`config.mk`:
```
export PLATFORM = sky130hd
export DESIGN_NAME = pattern_scan_ctrl
export DESIGN_NICKNAME = d
export VERILOG_FILES = /design/src/rtl/pattern_scan_ctrl_pkg.sv /design/src/rtl/pattern_scan_ctrl_sat_counter.sv /design/src/rtl/pattern_scan_ctrl.sv
export SDC_FILE = /design/constraint.sdc
export NUM_CORES = 1
export LEC_CHECK = 0
export BUFFER_PORTS_ARGS = -buffer_cell sky130_fd_sc_hd__buf_2
export CORE_UTILIZATION = 25
export CTS_BUF_LIST = sky130_fd_sc_hd__clkbuf_8
export CTS_CLUSTER_DIAMETER = 200
export DETAILED_ROUTE_END_ITERATION = 12
export PLACE_DENSITY = 0.41
export SLEW_MARGIN = 0
export SYNTH_ARGS = -nofsm -noshare
export SYNTH_HDL_FRONTEND = slang
export SYNTH_SLANG_ARGS = --single-unit
```
`constraint.sdc`:
```
create_clock -name CLK -period 1.85 [get_ports CLK]
set_input_delay 0.37 -clock CLK [delete_from_list [all_inputs] [get_ports CLK]]
set_output_delay 0.37 -clock CLK [all_outputs]
set_load 0.01 [all_outputs]
```
`src/rtl/pattern_scan_ctrl_pkg.sv`:
```
// pattern_scan_ctrl_pkg: shared types and constants for the pattern scan sequencer
package pattern_scan_ctrl_pkg;
    typedef enum logic [2:0] {POS_0, POS_1, POS_2, POS_3, POS_4, POS_5, POS_6, POS_7} BitPosition_mne;
    typedef enum logic [2:0] {IDLE, WAIT_BYTE, SCAN_X, SCAN_IN, DONE} ScanState_e;
    localparam int SCAN_IN_LEN = 5;
    localparam int SCAN_X_LEN = 3;
    localparam int SCAN_X_FIRST_POS = 2;
endpackage

```
`src/rtl/pattern_scan_ctrl_sat_counter.sv`:
```
// sat_counter: synchronous-clear up counter that holds at all-ones
module sat_counter #(
    parameter int WIDTH = 8
) (
    input  logic             CLK,
    input  logic             ResetN,
    input  logic             clear,
    input  logic             inc,
    output logic [WIDTH-1:0] value
);
    always_ff @(posedge CLK or negedge ResetN)
        if (!ResetN)
            value <= '0;
        else
            value <= clear ? '0 : (inc && value != '1) ? value + 1'b1 : value;
endmodule

```
`src/rtl/pattern_scan_ctrl.sv`:
```
// pattern_scan_ctrl: steps Patr over each byte and each byte boundary of a message,
// counting pattern occurrences and bytes containing at least one in-byte hit.
module pattern_scan_ctrl
    import pattern_scan_ctrl_pkg::*;
#(
    parameter int CNT_W = 8,
    parameter int HIT_W = 6
) (
    input  logic             CLK,
    input  logic             ResetN,
    input  logic             Start,
    input  logic [3:0]       Pattern,
    input  logic             ByteValid,
    input  logic [7:0]       ByteData,
    input  logic             LastByte,
    output logic             ByteReady,
    output logic [7:0]       PatrSrcA,
    output logic [7:0]       PatrSrcB,
    output BitPosition_mne   PatternPosition,
    input  logic             PatrOut,
    output logic [CNT_W-1:0] TotalCnt,
    output logic [HIT_W-1:0] ByteHitCnt,
    output logic             Busy,
    output logic             Done
);
    ScanState_e state, nextState;
    logic [7:0] cur;
    logic [3:0] prevHi, pat;
    logic [2:0] step;
    logic last, first, hitFlag;
    logic startAcc, scanning, xEnd, inEnd;

    always_ff @(posedge CLK or negedge ResetN)
        if (!ResetN)
            state <= IDLE;
        else
            state <= nextState;

    always_comb begin
        nextState = state;
        startAcc = Start && (state == IDLE || state == DONE);
        scanning = state == SCAN_X || state == SCAN_IN;
        xEnd = state == SCAN_X && step == 3'(SCAN_X_LEN - 1);
        inEnd = state == SCAN_IN && step == 3'(SCAN_IN_LEN - 1);
        ByteReady = state == WAIT_BYTE;
        Busy = state == WAIT_BYTE || scanning;
        Done = state == DONE;
        PatrSrcB = {4'b0, pat};
        PatrSrcA = state == SCAN_X ? {cur[3:0], prevHi} : state == SCAN_IN ? cur : 8'd0;
        PatternPosition = state == SCAN_X  ? BitPosition_mne'(3'(SCAN_X_FIRST_POS) + step) :
                          state == SCAN_IN ? BitPosition_mne'(3'd1 + step) : POS_1;
        case (state)
            IDLE, DONE: nextState = Start ? WAIT_BYTE : state;
            WAIT_BYTE:  nextState = !ByteValid ? WAIT_BYTE : first ? SCAN_IN : SCAN_X;
            SCAN_X:     nextState = xEnd ? SCAN_IN : SCAN_X;
            SCAN_IN:    nextState = !inEnd ? SCAN_IN : last ? DONE : WAIT_BYTE;
            default:    nextState = IDLE;
        endcase
    end

    // step restarts at 0 on entry to each scan phase
    always_ff @(posedge CLK or negedge ResetN)
        if (!ResetN) begin
            cur <= '0;
            prevHi <= '0;
            pat <= '0;
            step <= '0;
            last <= 1'b0;
            first <= 1'b1;
            hitFlag <= 1'b0;
        end else begin
            step <= (!scanning || xEnd || inEnd) ? 3'd0 : step + 3'd1;
            hitFlag <= inEnd ? 1'b0 : state == SCAN_IN ? hitFlag | PatrOut : hitFlag;
            if (startAcc) begin
                pat <= Pattern;
                first <= 1'b1;
            end
            if (ByteReady && ByteValid) begin
                cur <= ByteData;
                last <= LastByte;
            end
            if (inEnd) begin
                prevHi <= cur[7:4];
                first <= 1'b0;
            end
        end

    sat_counter #(.WIDTH(CNT_W)) totalCtr (
        .CLK(CLK), .ResetN(ResetN), .clear(startAcc), .inc(scanning && PatrOut), .value(TotalCnt)
    );

    sat_counter #(.WIDTH(HIT_W)) hitCtr (
        .CLK(CLK), .ResetN(ResetN), .clear(startAcc), .inc(inEnd && (hitFlag || PatrOut)), .value(ByteHitCnt)
    );
endmodule

```
==> After elaboration in Yosys (flattened, before gate mapping) <==
Index checks and enable logic that the tools add are counted.
{ "totals": {"inputBits": 18, "register_bits": 39, "word_cells": 65, "out_inout_bits": 36} }
{ "op_classes": {"bitwise": 1, "muxes": 20, "addsub": 4, "n_reduce_logical": 21, "eq_ne": 9} }
{ "ops": {"columns": ["cell", "count"], "rows": [
  ["2-to-1 mux 8 bit", 4],
  ["2-to-1 mux 3 bit", 6],
  ["2-to-1 mux 6 bit", 2],
  ["case mux 3 bit (4 select lines)", 1],
  ["equality test 3 x 2 -> 1 bit (second input constant)", 3],
  ["adder 8 x 1 -> 8 bit (second input constant)", 1],
  ["logical AND 1 bit", 8],
  ["!= test 8 bit (second input constant)", 1],
  ["nonzero test 2 bit", 4],
  ["adder 6 x 1 -> 6 bit (second input constant)", 1],
  ["equality test 3 bit (second input constant)", 2],
  ["logical OR 1 bit", 6],
  ["2-to-1 mux 1 bit", 6],
  ["!= test 6 bit (second input constant)", 1],
  ["adder 2 x 3 -> 3 bit (first input constant)", 1],
  ["adder 3 x 1 -> 3 bit (second input constant)", 1],
  ["equality test 3 x 1 -> 1 bit (second input constant)", 1],
  ["logical NOT 3 bit", 1],
  ["2-to-1 mux 2 bit", 1],
  ["!= test 2 bit (second input constant)", 1],
  ["OR reduction 2 bit", 1],
  ["logical NOT 1 bit", 1],
  ["OR 1 bit", 1]
]} }

==> Depth between registers and ports, before layout <==
Gate-level depths: netlist of the first run.
{ "logic_depth": {"ltp_word": 6, "ltp_mapped": 7} }

==> Hierarchy <==
A second synthesis of the first run with hierarchy kept.
{ "unflattened": {"cells_unflattened": 191, "hier_area_um2": 2077.0} }
{ "modules_own_cells": {"columns": ["mod", "seq_area_each_um2", "cells_each", "instances", "area_per_inst_um2"], "rows": [
  ["pattern_scan_ctrl", 626.9, 114, 1, 1301.2],
  ["sat_counter (totalCtr)", 200.2, 42, 1, 430.4],
  ["sat_counter (hitCtr)", 150.1, 35, 1, 345.3]
]} }

==> Worst setup path after synthesis of the first run <==
No wires, ideal clock.
{ "synth_path": {"kind": "register to register", "startpoint": "reg state[2]", "endpoint": "reg cur[0]", "setup_time_ns": 0.125, "synth_period_minus_slack_ns": 1.664, "stages_incl_launch_ff": 6, "arrival_ns": 1.540, "setup_slack_ns": 0.186, "n_path_buf": 2, "required_ns": 1.725, "path_cell_list": "dfrtp_1 > buf_2 > nor3b_1 > and2_1 > buf_2 > mux2_2"} }
{ "synth_via": {"elab_chain_cells": 2} }
{ "synth_lines": {"columns": ["item", "line_no", "source"], "rows": [
  ["start, declared", "pattern_scan_ctrl.sv:26", "ScanState_e state, nextState;"],
  ["start signal, assigned", "pattern_scan_ctrl.sv:37", "state <= nextState;"],
  ["equality test 3 x 1 -> 1 bit", "pattern_scan_ctrl.sv:45", "ByteReady = state == WAIT_BYTE;"],
  ["via ByteReady", "pattern_scan_ctrl.sv:16", "output logic ByteReady,"],
  ["logical AND 1 bit", "pattern_scan_ctrl.sv:78", "if (ByteReady && ByteValid) begin"],
  ["end signal, assigned", "pattern_scan_ctrl.sv:79", "cur <= ByteData;"],
  ["end, declared", "pattern_scan_ctrl.sv:27", "logic [7:0] cur;"]
]} }
The timed path passes the listed nets, and every way through them passes these cells.
A chain may end at the register's enable or synchronous reset.

==> Worst setup path in the final report of the first run <==
{ "layout_path": {"startpoint": "reg step[0]", "endpoint": "out PatternPosition[1]"} }
{ "layout_via": {"elab_chain_cells": 3} }
{ "layout_lines": {"columns": ["item", "line_no", "source"], "rows": [
  ["start, declared", "pattern_scan_ctrl.sv:29", "logic [2:0] step;"],
  ["start signal, assigned", "pattern_scan_ctrl.sv:72", "step <= (!scanning || xEnd || inEnd) ? 3'd0 : step + 3'd1;"],
  ["adder 3 x 1 -> 3 bit", "pattern_scan_ctrl.sv:51", "state == SCAN_IN ? BitPosition_mne'(3'd1 + step) : POS_1;"],
  ["2-to-1 mux 3 bit", "pattern_scan_ctrl.sv:51", null],
  ["2-to-1 mux 3 bit (*)", "pattern_scan_ctrl.sv:50", "PatternPosition = state == SCAN_X ? BitPosition_mne'(3'(SCAN_X_FIRST_POS) + step) :"],
  ["end, declared", "pattern_scan_ctrl.sv:19", "output BitPosition_mne PatternPosition,"]
]} }
Mark *: on every way between the ends. The rest lies on a longest branch, timed or not.

==> reports/results.tsv, run 1 <==
stage	metric	value	unit
pwr	p_leak	1.29	nW
clock_tree	h-tree-depth	2	
clock_tree	hold_buffers	0	
pwr	ir_drop	0.000555	V
logic_synthesis	synth_edf_count	0	
timing	setup_viol	0	
logic_synthesis	yosysMostFrequentCell	dfrtp_1	
worst_hold_path	hold_path_class	in -> async	
die	io_pins	54	
logic_synthesis	postSynth.asyncResetShare	1.00	
logic_synthesis	synth_largest_area_cell	dfrtp_1	
drt	wl_per_cell	13.5	µm
die	dieWidth	91.5	µm
clock_tree	cts_buffer_depth	2	
drt	ant_nets	0	
worst_setup_path	critPathMaxFanout	3	
grt	gr-usage-met2	0.190	
placed_design	placed_area	2440	µm²
clock_tree	cts_tree	yes	
layout	seqCellArea	981	µm²
layout	final_nets	298	
placed_design	hpwl	3810	µm
placed_design	dp_worst_setup_slack	0.0926	ns
logic_synthesis	synthesis.area	2000	µm²
layout	areaGrowthSynthToFinish	29.9	%
drt	drt-pass1-iter-count	4	
layout	multi_input_area	973	µm²
timing	finClkSkew	0.00441	ns
clock_tree	cts_sinks	39	
timing	rsz0062_at_grt	true	
worst_setup_path	critical_path_class	reg -> out	
logic_synthesis	ys_types	40	
layout	fin_cells	378	
clock_tree	path_clk_slew	0.08	ns
grt	grt_use_total	0.128	
layout	diodes	0	
placed_design	gp_congestion	0.756	
worst_setup_path	critPathArrivalTime	1.43	ns
run_status	status	completed	
clock_tree	cts_buffers	5	
die	coreArea	7730	µm²
drt	drtIter0Drc	62	
clock_tree	clk_latency	0.29	ns
grt	antenna_found_initial	0	
die	rows	32	
logic_synthesis	synth_top_cells_by_area	dfrtp_1, nand2_1, mux2i_1, mux2_2, nor2_1	
layout	fin_area	2600	µm²
layout	n_fill_cell	834	
logic_synthesis	synthTopCellsByCount	dfrtp_1, nand2_1, nor2_1	
pwr	power_density	1460	nW/µm²
worst_setup_path	endpoint_kind	output pin	
timing	fin_crit_sh	0.974	
layout	drive_gt1_frac	0.355	
logic_synthesis	yosysWarnings	0	
placed_design	port_buffers	49	
worst_setup_path	critPathLaunchType	flop	
timing	relSlewSlack	0.622	
grt	grt_pass1_wl	8320	µm
grt	busiest_layer	met2	
grt	gr-total-overflow	0	
timing	finalHoldViolCount	0	
placed_design	dp.cells	366	
die	chipHeight	91.5	µm
grt	gr-usage-met1	0.183	
logic_synthesis	avgSynthCellArea	9.64	µm²
logic_synthesis	ys_seq_area_frac	0.488	
timing	min_period	1.80	ns
logic_synthesis	ys.flop_type	dfrtp_1	
timing	slew_violations	0	
logic_synthesis	synth_top_cell_area_share	0.474	
timing	tightest_slew	0.567	ns
worst_setup_path	worstPathRequired	1.48	ns
timing	setup-tns-final	0	ns
logic_synthesis	synth-seq-cells	39	
drt	drc	0	
job	cap_violations	0	
logic_synthesis	synth_cells	208	
drt	vias	1701	
die	dieArea	8380	µm²
grt	grt_pass1_vias	1620	
grt	grtUsageMet3	0.0268	
die	start_util	0.259	
layout	fin_util	0.337	
timing	max_freq	555	MHz
grt	grt_max_degree	22	
drt	vias_per_cell	4.50	
clock_tree	cts_root_buffer	clkbuf_8	
drt	routed_wl	5100	µm
timing	layout_setup_ws	0.0477	ns
routing by layer:
layer  part of all wire  routed length (µm)
met4              0.014                  73
met2               0.45                2290
met3              0.034                 172
met5                  0                   0
met1               0.50                2570
power by group:
group	internal, mW	switching [mW]
clock	0.339	0.317
combinational	0.833	0.915
sequential	1.16	0.244
per-stage QoR:
| stage | hold slack (ns) | power (mW) |
|---|---|---|
| 3_3_place_gp | 0.369 | 3.06 |
| 4_1_cts | 0.0456 | 3.79 |
| 6_report | 0.0322 | 3.81 |
| 2_1_floorplan | 0.0744 | 2.41 |
| 5_1_grt | 0.0575 | 4.11 |
| 3_5_place_dp | 0.369 | 3.07 |
area by class of cell:
| class | instances | share of cell area |
|---|---|---|
| Clock buffer | 7 | 0.0370 |
| Tap cell | 102 | 0.0490 |
| Sequential cell | 39 | 0.377 |
| Inverter | 5 | 0.00721 |
| Timing Repair Buffer | 69 | 0.153 |
| Clock inverter | 1 | 0.00288 |
| Multi-Input combinational cell | 155 | 0.374 |
worst max-delay path: stages (launching register included):
cell      delay [ns]
dfrtp_1         0.39
inv_1           0.08
ha_1            0.29
inv_2           0.04
a211oi_2        0.17
buf_2           0.17
logic make-up after synthesis:
group | share of synthesized area
and+or+nand+nor | 0.211
AOI/OAI and AO/OA | 0.0930
DFF | 0.488
muxes | 0.110
other | 0.00187
buffers and inverters | 0.0431
xor gates and xnor gates | 0.0218
adders and majority gates | 0.0312
placed cells by master, fill, tap and decap left out, types with 2 or more instances in the layout:
| cell | instances |
|---|---|
| mux2_2 | 9 |
| conb_1 | 4 |
| nand3_1 | 8 |
| and2_1 | 3 |
| inv_1 | 4 |
| or3_1 | 3 |
| nor4_1 | 2 |
| and3_1 | 2 |
| buf_2 | 49 |
| dfrtp_1 | 35 |
| o21ai_0 | 5 |
| nand2_1 | 36 |
| mux2i_1 | 12 |
| nand3b_1 | 2 |
| dfrtp_2 | 3 |
| clkbuf_8 | 7 |
| o211ai_1 | 4 |
| ha_1 | 4 |
| xor2_1 | 4 |
| nand4_1 | 2 |
| o31ai_1 | 3 |
| nor3_1 | 2 |
| nor2_1 | 21 |
| buf_4 | 19 |
| a21oi_1 | 10 |
final timing paths:
check                      slack, ns            endpoint  cells past startpoint  startpoint
min in group CLK                0.27              pat[3]                      3  Pattern[3]
min                             0.03   totalCtr.value[7]                      1      ResetN
max                             0.05  PatternPosition[1]                      5     step[0]
min reg2reg                     0.47              pat[2]                      2      pat[2]
max in group asynchronous       1.21               first                      2      ResetN
max reg2reg                     0.09     hitCtr.value[5]                      6     step[0]
sequential cells by signal, indices dropped and copies added, names as in the netlist, 3 cells and up:
signal / cells
hitCtr.value: 6
cur: 8
state: 3
pat: 4
totalCtr.value: 8
prevHi: 4
step: 3
what timing repair did:
action,in CTS,in global routing
endpoints found under the setup margin,9,9
setup buffers,3,1
pin swaps,0,1
gates resized for setup,4,7
Power figures use the tool's default switching activity.
==> inputs of run 2 (changes only) <==
--- a/config.mk
+++ b/config.mk
@@ -10,7 +10,7 @@
 export CTS_BUF_LIST = sky130_fd_sc_hd__clkbuf_8
 export CTS_CLUSTER_DIAMETER = 200
 export DETAILED_ROUTE_END_ITERATION = 12
-export PLACE_DENSITY = 0.41
+export PLACE_DENSITY = 0.56
 export SLEW_MARGIN = 0
 export SYNTH_ARGS = -nofsm -noshare
 export SYNTH_HDL_FRONTEND = slang
==> run 2 against run 1 <==
Setup slack better by 0.025 ns. Utilization fell by 0.58 points. Via count shrank 0.94%. Flip-flop and latch count stayed put. Critical path type unchanged.
==> reports/results.tsv, run 2 (synthesis gave the netlist of run 1 again) <==
stage	metric	value	unit	change
worst_setup_path	critical_path_class	reg -> out		
timing	rsz0062_at_grt	true		
die	dieWidth	91.5	µm	unchanged
clock_tree	path_clk_slew	0.08	ns	about the same
timing	setup-tns-final	0	ns	unchanged
worst_setup_path	cp_num_buf_inv	3		unchanged
worst_setup_path	regToRegSetupSlack	0.08	ns	about the same
grt	grt_pass1_vias	1595		-1.5%
die	dieArea	8380	µm²	unchanged
worst_setup_path	critPathMaxFanout	4		+1
drt	vias_per_cell	4.52		+0.39%
worst_hold_path	hold_path_class	in -> reg		
pwr	ir_drop	0.000348	V	-37%
worst_setup_path	crit_family	flip-flops		
drt	vias	1685		-0.94%
placed_design	hpwl	3620	µm	-5.1%
die	chipHeight	91.5	µm	unchanged
worst_setup_path	critPathArrivalTime	1.41	ns	-0.02 ns
drt	drt-pass1-iter-count	4		unchanged
layout	final_nets	293		-1.7%
grt	antenna_found_initial	0		unchanged
worst_setup_path	slowest_stage	dfrtp_2		
drt	routed_wl	4900	µm	-3.9%
worst_setup_path	worstPathRequired	1.48	ns	about the same
layout	areaGrowthSynthToFinish	27.7	%	
drt	drtIter0Drc	89		+44%
pwr	power_density	1440	nW/µm²	-1.5%
grt	grt_pass1_wl	7710	µm	-7.3%
worst_setup_path	path_cells	inv_1 -> ha_1 -> inv_2 -> a211oi_2 -> buf_2		
drt	wl_per_cell	13.1	µm	-2.6%
placed_design	gp_congestion	0.750		-0.74%
worst_setup_path	critPathLaunchType	flop		
layout	reg_top3	cur x8, totalCtr.value x8, hitCtr.value x6		
timing	finClkSkew	0.00501	ns	+0.000603 ns
clock_tree	cts_root_buffer	clkbuf_8		
layout	layout_commonest_cell	buf_2		
grt	grt_max_degree	17		-23%
clock_tree	cts_tree	yes		
timing	max_freq	562	MHz	+1.4%
layout	final_cell_mix	buf_2, nand2_1, dfrtp_1		
drt	ant_nets	0		unchanged
grt	grt_use_total	0.119		-0.00858
pwr	total_power	3.69	mW	-3.2%
layout	fin_cells	373		-1.3%
worst_setup_path	max_stage_delay	0.42	ns	+0.03 ns
layout	drive_gt1_frac	0.339		-0.0156
worst_setup_path	endpoint_kind	output pin		
die	start_util	0.259		unchanged
die	io_pins	54		unchanged
pwr	p_leak	1.26	nW	-2.1%
timing	setup_viol	0		unchanged
timing	finalHoldViolCount	0		unchanged
placed_design	dp.cells	361		-1.4%
clock_tree	clk_latency	0.29	ns	about the same
drt	drc	0		unchanged
clock_tree	cts_buffer_depth	2		unchanged
clock_tree	h-tree-depth	2		unchanged
job	cap_violations	0		unchanged
clock_tree	cts_buffers	5		unchanged
die	coreArea	7730	µm²	unchanged
layout	n_fill_cell	811		-2.8%
clock_tree	cts_sinks	39		unchanged
timing	slew_violations	0		unchanged
die	rows	32		unchanged
placed_design	port_buffers	49		unchanged
grt	gr-total-overflow	0		unchanged
layout	diodes	0		unchanged
timing	min_period	1.78	ns	-0.0245 ns
timing	fin_crit_sh	0.961		-0.0132
run_status	status	completed		
## run 2: changes by cell type in the layout (fill, tap and decap cells not counted), sizes merged
cell	delta
clkbuf	-2
buf	-6
clkinvlp	-1
inv	+3
dlygate4sd3	+1
## run 2: through the flow
stage               area, µm²  hold WS, ns  setup WS (ns)  utilization
floorplan                2020       0.0744          0.186            -
global placement         2400        0.302          0.198        0.311
detailed placement       2400        0.301         0.0925        0.311
CTS                      2520        0.263       0.000322        0.326
global route             2560        0.260       -0.00600        0.331
finish                   2560        0.269         0.0722        0.331
## run 2: final timing paths
kind,startpoint,depth (start not counted),to
min reg2reg,pat[1],2,pat[1]
max in group asynchronous,ResetN,3,first
min in group asynchronous,ResetN,2,totalCtr.value[1]
max reg2reg,step[1],6,hitCtr.value[5]
max,step[1],5,PatternPosition[1]
min,Pattern[2],3,pat[2]
## run 2: final cells by class
type | instances | area, µm² | share of cell area
flip-flops and latches | 39 | 982 | 0.384
clock buffers | 5 | 68.8 | 0.0269
multi-input cells | 155 | 986 | 0.385
well taps | 102 | 128 | 0.0499
clock inverters | 3 | 11.3 | 0.00440
repair buffers | 64 | 364 | 0.142
inverters | 5 | 18.8 | 0.00733
## run 2: power breakdown
part | internal [mW] | leakage [nW] | switching [mW]
clock | 0.252 | 0.0519 | 0.298
sequential | 1.16 | 0.490 | 0.293
combinational | 0.805 | 0.719 | 0.876
## run 2: worst reg2reg max path, stage by stage, from the launching register on
cell and delay [ns]:
dfrtp_2 0.45, inv_1 0.07, ha_1 0.19, and3_4 0.22, nand2_1 0.09, or4_1 0.52
a21oi_1 0.17
## run 2: timing repair
action,in CTS,in global routing
gates resized for setup,4,11
pin swaps,0,4
buffers inserted,2,1
setup endpoints to repair,8,9
hold endpoints to repair,14,0
hold buffers,1,0
## run 2: metal layers
| layer | track usage | share of wire |
|---|---|---|
| met5 | 0 | 0 |
| met4 | 0.0476 | 0.016 |
| met3 | 0.0318 | 0.029 |
| met2 | 0.193 | 0.48 |
| met1 | 0.151 | 0.47 |
==> inputs of run 3 (changes only) <==
--- a/config.mk
+++ b/config.mk
@@ -9,8 +9,10 @@
 export CORE_UTILIZATION = 25
 export CTS_BUF_LIST = sky130_fd_sc_hd__clkbuf_8
 export CTS_CLUSTER_DIAMETER = 200
+export CTS_CLUSTER_SIZE = 10
 export DETAILED_ROUTE_END_ITERATION = 12
-export PLACE_DENSITY = 0.56
+export MAX_ROUTING_LAYER = met4
+export PLACE_DENSITY_LB_ADDON = 0.25
 export SLEW_MARGIN = 0
 export SYNTH_ARGS = -nofsm -noshare
 export SYNTH_HDL_FRONTEND = slang
==> run 3 against run 2 <==
Hold slack lost 0.22 ns. Clock skew grew 0.0027 ns. Clock-buffer cell count is the same. First-iteration DRC count shrank 53%. Final cell count is the same. Setup slack lost 0.056 ns. Wire length shrank 1.2%. Cell area grew 1.2%.
==> reports/results.tsv, run 3 (synthesis gave the netlist of run 1 again) <==
stage	metric	value	unit	change
run_status	status	completed		
timing	rsz0062_at_grt	true		
drt	ant_nets	0		unchanged
timing	max_freq	545	MHz	-3.1%
pwr	switchingPower	1.45	mW	-0.87%
layout	reg_top3	cur x8, totalCtr.value x8, hitCtr.value x6		
worst_setup_path	critPathArrivalTime	1.46	ns	+0.05 ns
worst_setup_path	critical_path_class	reg -> out		
clock_tree	cts_tree	yes		
pwr	p_int	2.47	mW	+11%
grt	grt_pass1_wl	8320	µm	+7.9%
layout	final_nets	293		unchanged
timing	fin_crit_sh	0.991		+0.0304
layout	drive_gt1_frac	0.339		unchanged
clock_tree	cts_root_buffer	clkbuf_8		
drt	drc	0		unchanged
placed_design	dp.cells	362		+0.28%
grt	grt_max_degree	24		+7
timing	finalHoldViolCount	0		unchanged
placed_design	gp_congestion	0.818		+9.0%
die	rows	32		unchanged
grt	gr-total-overflow	0		unchanged
clock_tree	cts_buffer_depth	2		unchanged
pwr	power_density	1520	nW/µm²	+5.3%
timing	tightest_slew	0.530	ns	
pwr	total_power	3.93	mW	+6.6%
drt	vias_per_cell	4.49		-0.59%
drt	drtIter0Drc	42		-53%
die	dieArea	8380	µm²	unchanged
die	coreArea	7730	µm²	unchanged
worst_setup_path	endpoint_kind	output pin		
placed_design	placed_area	2410	µm²	+0.31%
timing	setup-tns-final	0	ns	unchanged
worst_setup_path	critPathMaxFanout	3		-1
pwr	comb_power_share	0.420		-0.036
clock_tree	path_clk_slew	0.08	ns	about the same
clock_tree	cts_buffers	5		unchanged
layout	areaGrowthSynthToFinish	29.2	%	
drt	drt-pass1-iter-count	4		unchanged
clock_tree	h-tree-depth	2		unchanged
timing	setup_viol	0		unchanged
timing	layout_setup_ws	0.0160	ns	-0.0562 ns
worst_setup_path	worstPathRequired	1.48	ns	about the same
timing	fin_worst_hold_slack	0.0536	ns	-0.216 ns
pwr	p_leak	1.28	nW	+1.7%
timing	min_period	1.83	ns	+0.0562 ns
pwr	p_seq_frac	0.366		-0.029
grt	antenna_found_initial	0		unchanged
timing	finClkSkew	0.00767	ns	+0.00265 ns
drt	vias	1675		-0.59%
layout	fin_util	0.335		+0.00405
drt	routed_wl	4840	µm	-1.2%
timing	slew_violations	0		unchanged
placed_design	port_buffers	49		unchanged
timing	relSlewSlack	0.646		
grt	grt_pass1_vias	1709		+7.1%
clock_tree	cts_sinks	39		unchanged
die	start_util	0.259		unchanged
layout	fin_area	2590	µm²	+1.2%
die	dieWidth	91.5	µm	unchanged
die	chipHeight	91.5	µm	unchanged
placed_design	hpwl	3540	µm	-2.0%
die	io_pins	54		unchanged
drt	wl_per_cell	13.0	µm	-1.2%
clock_tree	clk_latency	0.29	ns	about the same
layout	layout_commonest_cell	buf_2		
layout	n_fill_cell	800		-1.4%
layout	fin_cells	373		unchanged
grt	grt_use_total	0.131		+0.0118
pwr	power.clock.fraction	0.214		+0.065
worst_setup_path	critPathLaunchType	flop		
pwr	swShare	0.370		-0.0278
layout	final_cell_mix	buf_2, nand2_1, dfrtp_1		
layout	diodes	0		unchanged
worst_hold_path	hold_path_class	in -> async		
job	cap_violations	0		unchanged
pwr	ir_drop	0.000428	V	+23%
placed_design	dp_worst_setup_slack	0.134	ns	+0.0412 ns
## run 3: per-layer routing
layer  vias up  part of all wire  GRT usage
met5         -                 0          -
met4         0             0.011     0.0410
met3         5             0.029     0.0243
met2        29              0.43      0.193
met1       805              0.53      0.182
li1        836                 -          -
## run 3: power by group through the flow
| stage | Clock (mW) | Combinational [mW] | Sequential [mW] |
|---|---|---|---|
| 2_1_floorplan | 0 | 1.01 | 1.40 |
| 3_3_place_gp | 0 | 1.59 | 1.44 |
| 3_5_place_dp | 0 | 1.59 | 1.44 |
| 4_1_cts | 0.864 | 1.65 | 1.43 |
| 5_1_grt | 0.901 | 1.87 | 1.49 |
| 6_report | 0.842 | 1.65 | 1.44 |
## run 3: final timing paths
check                                start                  to  slack (ns)  cells past startpoint
max                                step[0]  PatternPosition[2]        0.02                      5
min reg2reg                         pat[1]              pat[1]        0.48                      2
max reg2reg                hitCtr.value[0]     hitCtr.value[5]        0.15                      5
max in group asynchronous           ResetN              cur[7]        1.26                      2
min in group CLK                Pattern[1]              pat[1]        0.26                      3
min                                 ResetN   totalCtr.value[6]        0.05                      1
## run 3: final cells by class
cell class / instances / area [µm²] / area share
flip-flops and latches: 39 / 980 / 0.378
clock buffers: 5 / 68.8 / 0.0266
multi-input cells: 155 / 973 / 0.376
well taps: 102 / 128 / 0.0493
repair buffers: 64 / 358 / 0.138
inverters: 5 / 18.8 / 0.00725
clock inverters: 3 / 63.8 / 0.0246
## run 3: timing repair
action	CTS	global route
setup buffers	1	2
pin swaps	1	0
gates resized for setup	5	5
gates cloned	0	0
endpoints found under the setup margin	8	11
hold buffers	0	0
## run 3: critical path: stages (launching register included)
cell and delay [ns]:
dfrtp_1 0.42, ha_1 0.26, a21oi_2 0.16, xor2_1 0.16, nor2_1 0.06, buf_2 0.13
